==> config.mk <==
export PLATFORM = sky130hd
export DESIGN_NAME = load_store_unit
export DESIGN_NICKNAME = d
export VERILOG_FILES = /design/src/rtl/lsu_pkg.sv /design/src/rtl/lsu_lane.sv /design/src/rtl/load_store_unit.sv
export SDC_FILE = /design/constraint.sdc
export NUM_CORES = 1
export LEC_CHECK = 0
export ABC_AREA = 1
export CAP_MARGIN = 0
export CORE_AREA = 5 5 126 128
export CTS_BUF_LIST = sky130_fd_sc_hd__clkbuf_4 sky130_fd_sc_hd__clkbuf_8
export CTS_CLUSTER_DIAMETER = 40
export DETAILED_ROUTE_END_ITERATION = 12
export DIE_AREA = 0 0 131 133
export PLACE_DENSITY = 0.84
export SYNTH_ARGS = -nofsm -noshare
export SYNTH_HDL_FRONTEND = slang
export SYNTH_SLANG_ARGS = --single-unit
==> constraint.sdc <==
create_clock -name clk -period 14.8 [get_ports clk]
set_clock_uncertainty 0.15 [all_clocks]
set_input_delay 2.96 -clock clk [delete_from_list [all_inputs] [get_ports clk]]
set_output_delay 2.96 -clock clk [all_outputs]
set_load 0.01 [all_outputs]
==> src/rtl/lsu_pkg.sv <==
// +-----------------------------------------------------------------------------
// | lsu_pkg
// | Shared size encodings, FSM states and alignment helper for the load/store unit.
// | Revision: 1.0
// +-----------------------------------------------------------------------------
`default_nettype none

package lsu_pkg;

    localparam logic [1:0] SZ_BYTE    = 2'b00;
    localparam logic [1:0] SZ_HALF    = 2'b01;
    localparam logic [1:0] SZ_WORD    = 2'b10;
    localparam logic [1:0] SZ_ILLEGAL = 2'b11;

    typedef enum logic [1:0] {
        S_IDLE  = 2'd0,
        S_READ  = 2'd1,
        S_WRITE = 2'd2,
        S_RESP  = 2'd3
    } lsu_state_e;

    // True when the access cannot be issued: illegal size or natural misalignment.
    function automatic logic lsu_access_err(input logic [1:0] size, input logic [1:0] addr_lo);
        logic err;
        case (size)
            SZ_BYTE: err = 1'b0;
            SZ_HALF: err = addr_lo[0];
            SZ_WORD: err = |addr_lo;
            default: err = 1'b1;
        endcase
        return err;
    endfunction

endpackage

`default_nettype wire

==> src/rtl/lsu_lane.sv <==
// +-----------------------------------------------------------------------------
// | lsu_lane
// | Little-endian lane extract/extend for loads and lane merge for sub-word stores.
// | Revision: 1.0
// +-----------------------------------------------------------------------------
`default_nettype none

module lsu_lane
    import lsu_pkg::*;
(
    input  logic [31:0] word_i,
    input  logic [1:0]  addr_lo_i,
    input  logic [1:0]  size_i,
    input  logic        signed_i,
    input  logic [31:0] wdata_i,
    output logic [31:0] load_o,
    output logic [31:0] merged_o
);

    logic [7:0]  w_byte;
    logic [15:0] w_half;

    always_comb begin
        w_byte   = word_i[7:0];
        w_half   = word_i[15:0];
        load_o   = word_i;
        merged_o = wdata_i;

        case (addr_lo_i)
            2'd0:    w_byte = word_i[7:0];
            2'd1:    w_byte = word_i[15:8];
            2'd2:    w_byte = word_i[23:16];
            default: w_byte = word_i[31:24];
        endcase

        if (addr_lo_i[1]) begin
            w_half = word_i[31:16];
        end

        case (size_i)
            SZ_BYTE: begin
                load_o   = {{24{signed_i & w_byte[7]}}, w_byte};
                merged_o = word_i;
                case (addr_lo_i)
                    2'd0:    merged_o[7:0]   = wdata_i[7:0];
                    2'd1:    merged_o[15:8]  = wdata_i[7:0];
                    2'd2:    merged_o[23:16] = wdata_i[7:0];
                    default: merged_o[31:24] = wdata_i[7:0];
                endcase
            end
            SZ_HALF: begin
                load_o   = {{16{signed_i & w_half[15]}}, w_half};
                merged_o = word_i;
                if (addr_lo_i[1]) begin
                    merged_o[31:16] = wdata_i[15:0];
                end else begin
                    merged_o[15:0]  = wdata_i[15:0];
                end
            end
            default: begin
                load_o   = word_i;
                merged_o = wdata_i;
            end
        endcase
    end

endmodule

`default_nettype wire

==> src/rtl/load_store_unit.sv <==
// +-----------------------------------------------------------------------------
// | load_store_unit
// | One-at-a-time load/store sequencer onto a word bus without byte enables.
// | Revision: 1.0
// +-----------------------------------------------------------------------------
`default_nettype none

module load_store_unit
    import lsu_pkg::*;
(
    input  logic        clk,
    input  logic        rst,
    input  logic        req_valid,
    output logic        req_ready,
    input  logic        req_we,
    input  logic [1:0]  req_size,
    input  logic        req_signed,
    input  logic [31:0] req_addr,
    input  logic [31:0] req_wdata,
    output logic        resp_valid,
    output logic [31:0] resp_rdata,
    output logic        resp_err,
    output logic        mem_stb,
    output logic        mem_we,
    output logic [31:0] mem_addr,
    output logic [31:0] mem_wdata,
    input  logic [31:0] mem_rdata,
    input  logic        mem_ack
);

    lsu_state_e  state_q;
    logic        we_q;
    logic [1:0]  size_q;
    logic        signed_q;
    logic [1:0]  addr_lo_q;
    logic [31:0] wdata_q;
    logic        mem_stb_q;
    logic        mem_we_q;
    logic [31:0] mem_addr_q;
    logic [31:0] mem_wdata_q;
    logic        resp_valid_q;
    logic        resp_err_q;
    logic [31:0] resp_rdata_q;

    logic        w_req_err;
    logic [31:0] w_load;
    logic [31:0] w_merged;

    assign w_req_err = lsu_access_err(req_size, req_addr[1:0]);

    // Lane logic works on captured request fields so nothing from req_* reaches an output.
    lsu_lane u_lane (
        .word_i    (mem_rdata),
        .addr_lo_i (addr_lo_q),
        .size_i    (size_q),
        .signed_i  (signed_q),
        .wdata_i   (wdata_q),
        .load_o    (w_load),
        .merged_o  (w_merged)
    );

    always_ff @(posedge clk or posedge rst) begin
        if (rst) begin
            state_q      <= S_IDLE;
            we_q         <= 1'b0;
            size_q       <= SZ_BYTE;
            signed_q     <= 1'b0;
            addr_lo_q    <= 2'b00;
            wdata_q      <= 32'd0;
            mem_stb_q    <= 1'b0;
            mem_we_q     <= 1'b0;
            mem_addr_q   <= 32'd0;
            mem_wdata_q  <= 32'd0;
            resp_valid_q <= 1'b0;
            resp_err_q   <= 1'b0;
            resp_rdata_q <= 32'd0;
        end else begin
            case (state_q)
                S_IDLE: begin
                    if (req_valid) begin
                        we_q      <= req_we;
                        size_q    <= req_size;
                        signed_q  <= req_signed;
                        addr_lo_q <= req_addr[1:0];
                        wdata_q   <= req_wdata;
                        if (w_req_err) begin
                            state_q      <= S_RESP;
                            resp_valid_q <= 1'b1;
                            resp_err_q   <= 1'b1;
                            resp_rdata_q <= 32'd0;
                        end else begin
                            mem_addr_q <= {req_addr[31:2], 2'b00};
                            mem_stb_q  <= 1'b1;
                            if (req_we && (req_size == SZ_WORD)) begin
                                state_q     <= S_WRITE;
                                mem_we_q    <= 1'b1;
                                mem_wdata_q <= req_wdata;
                            end else begin
                                state_q  <= S_READ;
                                mem_we_q <= 1'b0;
                            end
                        end
                    end
                end
                S_READ: begin
                    if (mem_ack) begin
                        if (we_q) begin
                            // Sub-word store: strobe stays up, bus turns straight into the write phase.
                            state_q     <= S_WRITE;
                            mem_we_q    <= 1'b1;
                            mem_wdata_q <= w_merged;
                        end else begin
                            state_q      <= S_RESP;
                            mem_stb_q    <= 1'b0;
                            resp_valid_q <= 1'b1;
                            resp_err_q   <= 1'b0;
                            resp_rdata_q <= w_load;
                        end
                    end
                end
                S_WRITE: begin
                    if (mem_ack) begin
                        state_q      <= S_RESP;
                        mem_stb_q    <= 1'b0;
                        mem_we_q     <= 1'b0;
                        resp_valid_q <= 1'b1;
                        resp_err_q   <= 1'b0;
                        resp_rdata_q <= 32'd0;
                    end
                end
                S_RESP: begin
                    state_q      <= S_IDLE;
                    resp_valid_q <= 1'b0;
                    resp_err_q   <= 1'b0;
                end
                default: begin
                    state_q <= S_IDLE;
                end
            endcase
        end
    end

    assign req_ready  = (state_q == S_IDLE);
    assign resp_valid = resp_valid_q;
    assign resp_err   = resp_err_q;
    assign resp_rdata = resp_rdata_q;
    assign mem_stb    = mem_stb_q;
    assign mem_we     = mem_we_q;
    assign mem_addr   = mem_addr_q;
    assign mem_wdata  = mem_wdata_q;

endmodule

`default_nettype wire

### After elaboration in Yosys (flattened, before gate mapping)

Index checks and enable logic that the tools add are counted.

* eq/ne operators: 16
* mux-type cells: 49
* bitwise logic cells: 3
* reductions and logical operators: 17

Operators with widths (count)
* $mux W32: 10
* $pmux W32 S2: 3
* $pmux W32 S3: 1
* $mux W16: 3
* $mux W8: 4
* $pmux W8 S3: 1
* $reduce_and A6 Y1: 4
* $mux W1: 16
* $ne A2 B2 Y1 const B: 6
* $mux W2: 5
* $pmux W1 S3: 3
* $eq A2 B1 Y1 const B: 4
* $eq A2 B2 Y1 const B: 4
* $logic_not A2 Y1: 4
* $pmux W1 S4: 2
* $pmux W2 S4: 1
* $reduce_and A3 Y1: 2
* $reduce_and A5 Y1: 1
* $ne A2 B1 Y1 const B: 2
* $reduce_bool A3 Y1: 1
* $reduce_or A3 Y1: 1
* $and A1 B1 Y1: 2
* $reduce_and A2 Y1: 1
* $reduce_bool A2 Y1: 1
* 3 further kinds: 3

* flip-flop bits (word level): 138
* input bits: 104
* output and inout bits: 101
* word-level logic and storage cells: 98

### Depth between registers and ports, before layout

Gate-level depths: netlist of run 1.

* word-level depth: 7
* gate-level depth with buffers: 11
* mapped depth without buffers: 9

### Cells and area by module

A second synthesis of run 1 with hierarchy kept.

* cell total of the unflattened synthesis: 1134
* area, all modules: 8164.1 um2

By module, submodules not included
* load_store_unit: times used 1, cells an instance 777, area an instance 6332.3 um2, seq. area each 3453.3 um2
* lsu_lane: times used 1, cells an instance 357, area an instance 1831.8 um2, seq. area each 0.0 um2

### Worst setup path before layout of run 1

Ideal clock, no wire load.

* kind: in2reg
* start point: input port req_addr[0]
* end point: register mem_wdata_q[10] (netlist: mem_wdata[10])
* setup time: 117 ps
* arrival: 3785 ps
* data required time: 14533 ps
* setup slack: 10748 ps
* stages on the path: 9
* path buffers: 1
* cell sequence: nor2_1 nand2_1 nand3_1 nand2_2 nor2_4 inv_2 buf_4 nand2_1 nand2_1

* longest elaborated chain between the ends: 4

RTL lines
* from (decl): line load_store_unit.sv:18 `input logic [31:0] req_addr,`
* $reduce_or A2 Y1: line lsu_pkg.sv:28 `SZ_WORD: err = |addr_lo;`
* $pmux W1 S3 *: line lsu_pkg.sv:25 `case (size)`
* $ne A2 B2 Y1 (no source line) *
* $reduce_and A6 Y1 (no source line) *
* to (signal assigned): line load_store_unit.sv:97 `mem_wdata_q <= req_wdata;`
* to (signal assigned): line load_store_unit.sv:111 `mem_wdata_q <= w_merged;`
* to (decl): line load_store_unit.sv:40 `logic [31:0] mem_wdata_q;`

Mark *: on every way between the ends. The rest lies on a longest branch, timed or not.
A chain may end at the register's enable or synchronous reset.

### Worst setup path in the final report of run 1

* start point: input port req_valid
* end point: register mem_wdata_q[29] (netlist: mem_wdata[29])

* longest elaborated chain between the ends: 2

RTL lines
* from (decl): line load_store_unit.sv:13 `input logic req_valid,`
* $ne A2 B2 Y1 (no source line)
* $reduce_and A6 Y1 (no source line)

Every way passes these cells.

==> impl_metrics.yaml, run 1 <==
global_routing:
  grt_max_degree: 76
  track_usage: 0.294
  grt_pass1_wl_um: 40300
  first_global_vias: 7547
  gr-total-overflow: 0
  antenna_found_initial: 1
die:
  dieWidth_um: 131
  die_y_um: 133
  coreArea_um2: 14800
  die_area_um2: 17400
  placementRows: 45
  start_util: 0.534
  io_pins: 205
setup_path:
  crit_buf_inv: 3
  crit_path_frequent_cell: "nand2_1"
  cp_top_family: "simple AND/OR/NAND/NOR gates"
  cpMaxStageDelayCell: "nor2_4"
  end_kind: "register"
  rr_startpoint: "state_q[1]$_DFFE_PP0P_"
  critPathMaxStageDelay_ns: 0.61
  path_class: "primary input to register"
  cp_max_fo: 33
  crit_path_cell_trace: "clkdlybuf4s50_1 > inv_1 > nand2_2 > nand2_1 > nand3b_4 > nor2_4 > inv_2 > nand2_1 > nand2_1"
  cp-startpoint: "req_valid"
  worst_ep_arrival_time_ns: 5.64
  cp-start-kind: "primary input"
  cp.required_ns: 15.00
place:
  portBuffers: 202
  placed_cells: 1448
  place.gp.congestion: 0.967
  dp_hpwl_um: 18200
detailed_routing:
  firstDrtPassIters: 6
  wire_per_inst_um: 16.9
  drt_wl_total_um: 25100
  post_drt_via_cell_ratio: 5.42
  ant_nets: 0
  vias: 8025
  first_iter_violations: 1095
  drc: 0
timing:
  max_slew_margin: 0.231
  setup_violations: 0
  achievable-frequency_mhz: 184
  fin_crit_sh: 0.367
  hold_violations: 0
  tightest_slew_ns: 1.15
  rsz0062_at_grt: "false"
  tns_ns: 0
  final_max_slew_viol_count: 0
  holdWs_ns: 0.331
  period_needed_ns: 5.44
cells_and_area:
  area_growth_pct: 29.8
  fin_nets: 1388
  drive_gt1_frac: 0.0604
  final_cells: 1481
hold_path:
  hp-class: "register to register"
  min_from: "resp_rdata[16]$_DFFE_PP0P_"
synthesis:
  yosys_warnings: 0
  seq_area_frac_synth: 0.438
  synth_cells: 1116
  synth_cell_type_count: 31
  syn_area_per_cell_um2: 7.06
  synth_seq_cells: 138
  synth_area_um2: 7880
pwr:
  power_leakage_nw: 5.19
  p_per_area_nw_per_um2: 216
  vdd.ir_drop.worst_uv: 111
clock_tree:
  postCtsSetupBuffers: 0
  cts.path.max_buffers: 2
  postCtsResizedCells: 0
  root_buffer: "clkbuf_8"
  cts_max_level: 4
  cts_buffers: 17
  hold_buffers: 0
  clk_pin_slew_worst_paths_ns: 0.08
  clk-insertion-delay-late_ns: 0.47
  cts_tree: "built"
  cts_sinks: 138
outcome:
  status: "finished, final reports clean"
run:
  cap_violations: 0
## Yosys cell counts
master | n | area share
a21oi_1 | 35 | 0.022
a31oi_1 | 1 | 0.00079
buf_1 | 3 | 0.0014
buf_2 | 21 | 0.013
buf_4 | 12 | 0.011
buf_6 | 7 | 0.010
clkbuf_1 | 22 | 0.010
clkinv_1 | 1 | 0.00048
conb_1 | 1 | 0.00048
dfrtp_1 | 138 | 0.44
ha_1 | 5 | 0.0079
inv_1 | 97 | 0.046
inv_2 | 7 | 0.0033
inv_4 | 3 | 0.0024
mux2_2 | 1 | 0.0014
nand2_1 | 462 | 0.22
nand2_2 | 8 | 0.0064
nand2_4 | 4 | 0.0057
nand3_1 | 139 | 0.088
nand3_2 | 2 | 0.0025
nand3_4 | 2 | 0.0044
nand3b_4 | 1 | 0.0025
nand4_1 | 18 | 0.014
nor2_1 | 16 | 0.0076
nor2_2 | 4 | 0.0032
nor2_4 | 4 | 0.0057
nor2_8 | 2 | 0.0051
o211ai_1 | 1 | 0.00095
o21ai_0 | 94 | 0.060
o21ai_1 | 4 | 0.0025
or2_1 | 1 | 0.00079
## metrics by stage
step	instance area [um2]	total power, mW	setup WS [ns]	utilization
2_1_floorplan	7880	1.46	7.99	-
3_3_place_gp	9820	1.85	9.03	0.666
3_5_place_dp	9820	1.88	8.94	0.666
4_1_cts	10200	2.20	9.39	0.693
5_1_grt	10200	2.38	9.18	0.693
6_report	10200	2.21	9.36	0.694
## report_power, final
part	internal, mW	switching [mW]
sequential	0.541	0.121
combinational	0.467	0.766
clock	0.167	0.150
## logic make-up (layout without fill, tap and decap cells)
family                     Yosys count  count (layout)  synth area share
DFF                                138             138             0.438
AOI/OAI and AO/OA                  135             135            0.0862
and+or+nand+nor                    663             663             0.367
muxes                                1               1           0.00143
adders and majority gates            5               5           0.00794
other                                1               3          0.000476
buffers and inverters              173             348            0.0991
## metal layers
layer	share of wire	global-route usage	wire length [um]	vias to the layer above
met5	0	0	0	-
met4	0.028	0.104	693	0
met3	0.10	0.0747	2530	49
met2	0.44	0.423	11100	423
met1	0.43	0.430	10800	3691
li1	-	-	-	3862
## layout by cell type, fill, tap and decap left out, types with 3 or more instances in the layout
| cell type | n |
|---|---|
| nor2_2 | 4 |
| clkinv_2 | 3 |
| inv_2 | 7 |
| nand4_1 | 18 |
| clkinvlp_4 | 3 |
| a21oi_1 | 35 |
| nor2_1 | 16 |
| nand3_1 | 139 |
| dfrtp_1 | 138 |
| o21ai_0 | 94 |
| nand2_1 | 461 |
| nand2_2 | 9 |
| buf_4 | 6 |
| ha_1 | 5 |
| inv_1 | 96 |
| clkbuf_8 | 20 |
| clkdlybuf4s50_1 | 202 |
| inv_4 | 4 |
| nand2_4 | 4 |
| o21ai_1 | 4 |
| nor2_4 | 4 |
## registers in the layout, summed over array words and instances, names as in the netlist, 2 cells and up
name and count:
addr_lo_q 2, mem_addr 30, mem_wdata 32, resp_rdata 32, size_q 2, state_q 2, wdata_q 32
## worst paths after layout
kind	end	slack (ns)	cells past startpoint
setup / recovery	mem_wdata[29]$_DFFE_PP0P_	9.36	9
hold / removal	resp_rdata[16]$_DFFE_PP0P_	0.33	2
setup reg to reg	mem_wdata[29]$_DFFE_PP0P_	11.04	10
hold reg to reg	resp_rdata[16]$_DFFE_PP0P_	0.33	2
max in group asynchronous	mem_wdata[16]$_DFFE_PP0P_	10.23	3
min in group asynchronous	mem_addr[12]$_DFFE_PP0P_	2.86	2
## worst register-to-register path: cells and delay by family (launching register included)
| kind | cells | cell delay [ns] |
|---|---|---|
| DFF | 1 | 0.40 |
| and+or+nand+nor | 5 | 1.23 |
| adders and majority gates | 1 | 0.19 |
| buffers and inverters | 4 | 1.67 |
## final cells by class
class / count / area, um2
fillers: 1258 / 4520
multi-input cells: 806 / 3650
flip-flops and latches: 138 / 3450
repair buffers: 208 / 2070
inverters: 108 / 415
clock buffers: 22 / 290
well taps: 188 / 235
clock inverters: 10 / 115
diodes: 1 / 2.50
Note: power is estimated with default switching activity, not from simulation.
==> inputs of run 2 (changes only) <==
--- a/config.mk
+++ b/config.mk
@@ -7,12 +7,12 @@
 export LEC_CHECK = 0
 export ABC_AREA = 1
 export CAP_MARGIN = 0
-export CORE_AREA = 5 5 126 128
+export CORE_AREA = 5 5 131 133
 export CTS_BUF_LIST = sky130_fd_sc_hd__clkbuf_4 sky130_fd_sc_hd__clkbuf_8
 export CTS_CLUSTER_DIAMETER = 40
 export DETAILED_ROUTE_END_ITERATION = 12
-export DIE_AREA = 0 0 131 133
-export PLACE_DENSITY = 0.84
+export DIE_AREA = 0 0 136 138
+export PLACE_DENSITY = 0.78
 export SYNTH_ARGS = -nofsm -noshare
 export SYNTH_HDL_FRONTEND = slang
 export SYNTH_SLANG_ARGS = --single-unit
==> constraint.sdc (replaced) <==
create_clock -name clk -period 5.18 [get_ports clk]
set_clock_uncertainty 0.15 [all_clocks]
set_input_delay 1.036 -clock clk [delete_from_list [all_inputs] [get_ports clk]]
set_output_delay 1.036 -clock clk [all_outputs]
set_load 0.01 [all_outputs]
==> impl_metrics.yaml, run 2 (synthesized netlist as in run 1, its figures left out) <==
setup_path:
  cp-start-kind: "primary input"
  crit_path_frequent_cell: "nand2_1"
  crit_path_cell_trace: "clkdlybuf4s50_1 > inv_1 > nand2_2 > nand2_1 > nand3b_4 > nor2_4 > buf_4 > inv_2 > nand2_1 > nand2_1"
  cpMaxStageDelayCell: "inv_1"
  worst_ep_arrival_time_ns: 3.50
  critPathMaxStageDelay_ns: 0.61
  path_class: "primary input to register"
  end_kind: "register"
  cp.required_ns: 5.42
  cp_top_family: "buffers and inverters"
  cp_max_fo: 33
  crit_buf_inv: 4
outcome:
  status: "finished, final reports clean"
die:
  io_pins: 205
  dieWidth_um: 136
  die_y_um: 138
  placementRows: 46
  coreArea_um2: 15700
  die_area_um2: 18800
  start_util: 0.502
timing:
  fin_ws_ns: 1.92
  tightest_slew_ns: 0.820
  achievable-frequency_mhz: 307
  rsz0062_at_grt: "false"
  period_needed_ns: 3.26
  setup_violations: 0
  tns_ns: 0
  final_max_slew_viol_count: 0
  fin_crit_sh: 0.630
  hold_violations: 0
  max_slew_margin: 0.453
place:
  dpl_cell_area_um2: 9900
  place.gp.congestion: 1.00
  portBuffers: 202
  placed_cells: 1481
  dp_slack_ns: 1.47
  dp_hpwl_um: 18500
cells_and_area:
  fin_util: 0.653
  drive_gt1_frac: 0.0633
  final_cell_mix: "nand2_1, clkdlybuf4s50_1, nand3_1"
  fin_nets: 1393
  fillers: 1411
  mostFrequentLayoutCell: "nand2_1"
  antennaDiodeCount: 0
  area_growth_pct: 30.2
  final_cells: 1512
  final_area_um2: 10300
pwr:
  vdd.ir_drop.worst_uv: 312
  p_per_area_nw_per_um2: 609
  power_leakage_nw: 5.20
clock_tree:
  clk_pin_slew_worst_paths_ns: 0.08
  cts_buffers: 17
  cts_sinks: 138
  root_buffer: "clkbuf_8"
  cts_tree: "built"
  clk-insertion-delay-late_ns: 0.45
  hold_buffers: 0
  cts.path.max_buffers: 2
  postCtsSetupBuffers: 0
  postCtsResizedCells: 0
  cts_max_level: 4
detailed_routing:
  first_iter_violations: 921
  drt_wl_total_um: 25100
  post_drt_via_cell_ratio: 5.30
  ant_nets: 0
  firstDrtPassIters: 6
  vias: 8018
  drc: 0
  wire_per_inst_um: 16.6
global_routing:
  first_global_vias: 7586
  track_usage: 0.265
  antenna_found_initial: 1
  gr-total-overflow: 0
  grt_pass1_wl_um: 39900
  grt_max_degree: 76
hold_path:
  hp-class: "register to register"
run:
  cap_violations: 0
[run 2: cell types whose count changed in the layout (fill, tap and decap cells not counted)]
cell and change:
inv_6 -1, buf_4 +5, clkinvlp_4 -1, clkbuf_8 -1
diode_2 -1, clkbuf_4 +3, bufinv_16 -1
[run 2: layout make-up]
class / count / area (um2) / area share
clock buffer: 24 / 299 / 0.0291
sequential: 138 / 3450 / 0.336
inverter: 108 / 415 / 0.0405
multi-input combinational: 806 / 3650 / 0.356
timing repair buffer: 213 / 2100 / 0.205
tap: 216 / 270 / 0.0263
clock inverter: 7 / 68.8 / 0.00670
[run 2: final timing paths]
| path | to | start | slack [ns] | cells past startpoint |
|---|---|---|---|---|
| min in group asynchronous | mem_addr[21]$_DFFE_PP0P_ | rst | 0.78 | 2 |
| max in group asynchronous | mem_addr[24]$_DFFE_PP0P_ | rst | 3.25 | 3 |
| setup / recovery | mem_wdata[22]$_DFFE_PP0P_ | req_valid | 1.92 | 10 |
| hold / removal | resp_rdata[27]$_DFFE_PP0P_ | resp_rdata[27]$_DFFE_PP0P_ | 0.33 | 2 |
| setup reg to reg | mem_wdata[22]$_DFFE_PP0P_ | state_q[1]$_DFFE_PP0P_ | 2.11 | 11 |
| hold reg to reg | resp_rdata[27]$_DFFE_PP0P_ | resp_rdata[27]$_DFFE_PP0P_ | 0.33 | 2 |
[run 2: through the flow]
step	total power [mW]	hold WS, ns
CTS	6.24	0.334
floorplan	4.16	0.303
global placement	5.30	0.315
global route	6.73	0.357
detailed placement	5.38	0.314
finish	6.25	0.332
[run 2: metal layers]
| layer | wire length (um) | global-route usage | vias up |
|---|---|---|---|
| met1 | 10900 | 0.382 | 3719 |
| met2 | 10900 | 0.389 | 387 |
| met5 | 53 | 0.0159 | - |
| met4 | 671 | 0.0849 | 4 |
| met3 | 2560 | 0.0704 | 49 |
| li1 | - | - | 3859 |
[run 2: power by group]
| group | switching, mW | internal, mW |
|---|---|---|
| sequential | 0.378 | 1.54 |
| combinational | 2.15 | 1.34 |
| clock | 0.415 | 0.427 |
[run 2: worst min-delay path, stage by stage (launching register included)]
cell and delay [ns]:
dfrtp_1 0.35, nand2_1 0.05, nand2_1 0.05
==> inputs of run 3 (changes only) <==
--- a/config.mk
+++ b/config.mk
@@ -7,12 +7,12 @@
 export LEC_CHECK = 0
 export ABC_AREA = 1
 export CAP_MARGIN = 0
-export CORE_AREA = 5 5 131 133
+export CORE_AREA = 5 5 137 139
 export CTS_BUF_LIST = sky130_fd_sc_hd__clkbuf_4 sky130_fd_sc_hd__clkbuf_8
 export CTS_CLUSTER_DIAMETER = 40
 export DETAILED_ROUTE_END_ITERATION = 12
-export DIE_AREA = 0 0 136 138
-export PLACE_DENSITY = 0.78
+export DIE_AREA = 0 0 142 144
+export PLACE_DENSITY = 0.74
 export SYNTH_ARGS = -nofsm -noshare
 export SYNTH_HDL_FRONTEND = slang
 export SYNTH_SLANG_ARGS = --single-unit
==> constraint.sdc (replaced) <==
create_clock -name clk -period 2.89 [get_ports clk]
set_clock_uncertainty 0.15 [all_clocks]
set_input_delay 0.578 -clock clk [delete_from_list [all_inputs] [get_ports clk]]
set_output_delay 0.578 -clock clk [all_outputs]
set_load 0.01 [all_outputs]
==> impl_metrics.yaml, run 3 (synthesized netlist as in run 1, its figures left out) <==
outcome:
  status: "finished, final reports clean"
timing:
  rsz0062_at_grt: "false"
  max_slew_margin: 0.242
  achievable-frequency_mhz: 364
  holdWs_ns: 0.335
  tns_ns: 0
  fin_crit_sh: 0.951
  tightest_slew_ns: 1.14
  final_max_slew_viol_count: 0
  hold_violations: 0
  setup_violations: 0
  period_needed_ns: 2.75
  fin_ws_ns: 0.141
cells_and_area:
  antennaDiodeCount: 0
  mostFrequentLayoutCell: "nand2_1"
  final_cell_mix: "nand2_1, clkdlybuf4s50_1, nand3_1"
  fin_nets: 1398
  area_growth_pct: 32.0
  drive_gt1_frac: 0.0684
clock_tree:
  root_buffer: "clkbuf_8"
  postCtsSetupBuffers: 0
  hold_buffers: 0
  cts.path.max_buffers: 2
  cts_sinks: 138
  cts_buffers: 17
  cts_tree: "built"
  postCtsResizedCells: 0
  clk_pin_slew_worst_paths_ns: 0.08
  clk-insertion-delay-late_ns: 0.47
  cts_max_level: 4
global_routing:
  first_global_vias: 7543
  grt_max_degree: 139
  gr-total-overflow: 0
  grt_pass1_wl_um: 40600
  track_usage: 0.254
  antenna_found_initial: 0
hold_path:
  hp-class: "register to register"
die:
  die_area_um2: 20400
  dieWidth_um: 142
  coreArea_um2: 17500
  start_util: 0.449
  io_pins: 205
  placementRows: 49
  die_y_um: 144
detailed_routing:
  first_iter_violations: 749
  wire_per_inst_um: 16.7
  drt_wl_total_um: 25600
  firstDrtPassIters: 7
  drc: 0
  ant_nets: 0
  post_drt_via_cell_ratio: 5.19
  vias: 7948
pwr:
  power_leakage_nw: 5.24
  vdd.ir_drop.worst_uv: 488
  p_per_area_nw_per_um2: 1110
  finalPower_mw: 11.5
place:
  dp_slack_ns: 0.128
  place.gp.congestion: 0.939
  dp_hpwl_um: 18900
  portBuffers: 202
run:
  cap_violations: 0
setup_path:
  cp.required_ns: 2.16
  cp_max_fo: 8
  worst_ep_arrival_time_ns: 2.02
  path_class: "register to primary output"
  cp-start-kind: "register"
  end_kind: "primary output"
run 3: cell types whose count changed in the layout (fill, tap and decap cells not counted), sizes merged:
cell / delta
clkbuf: -6
buf: +5
inv: +5
bufinv: +2
clkinv: -2
clkinvlp: +2
run 3: power by group:
group / internal [mW] / total [mW] / switching (mW)
Clock: 0.883 / 1.74 / 0.854
Combinational: 2.48 / 6.38 / 3.90
Sequential: 2.77 / 3.43 / 0.661
Total: 6.13 / 11.5 / 5.41
run 3: layout make-up:
type / instances / area, um2
fill: 1637 / 7130
inverter: 108 / 417
clock buffer: 18 / 241
sequential: 138 / 3450
multi-input combinational: 806 / 3650
tap: 229 / 287
clock inverter: 14 / 185
timing repair buffer: 218 / 2170
run 3: worst max-delay path, stage by stage (launching register included):
cell and delay, ns:
dfrtp_1 0.42, inv_1 0.11, ha_1 0.39, clkdlybuf4s50_1 0.62
run 3: routing by layer:
| layer | track usage | vias to the layer above | part of all wire |
|---|---|---|---|
| li1 | - | 3869 | - |
| met1 | 0.364 | 3671 | 0.44 |
| met2 | 0.375 | 367 | 0.44 |
| met3 | 0.0592 | 41 | 0.093 |
| met4 | 0.0960 | 0 | 0.025 |
| met5 | 0 | - | 0 |
run 3: metrics by stage:
| stage | instances | util | instance area [um2] |
|---|---|---|---|
| 3_3_place_gp | 1499 | 0.569 | 9980 |
| 4_1_cts | 1531 | 0.593 | 10400 |
| 6_report | 1531 | 0.593 | 10400 |
| 5_1_grt | 1531 | 0.593 | 10400 |
| 2_1_floorplan | 1117 | - | 7890 |
| 3_5_place_dp | 1499 | 0.569 | 9980 |
run 3: path summary, 6_finish.rpt:
check / cells after the start / end / start / slack [ns]
worst min register to register: 2 / mem_wdata[16]$_DFFE_PP0P_ / mem_wdata[16]$_DFFE_PP0P_ / 0.33
worst max-delay path: 3 / req_ready / state_q[1]$_DFFE_PP0P_ / 0.14
min in group asynchronous: 3 / mem_wdata[10]$_DFFE_PP0P_ / rst / 0.53
worst min-delay path: 2 / mem_wdata[16]$_DFFE_PP0P_ / mem_wdata[16]$_DFFE_PP0P_ / 0.33
worst max register to register: 6 / mem_addr[18]$_DFFE_PP0P_ / state_q[1]$_DFFE_PP0P_ / 0.43
max in group asynchronous: 3 / signed_q$_DFFE_PP0P_ / rst / 1.55
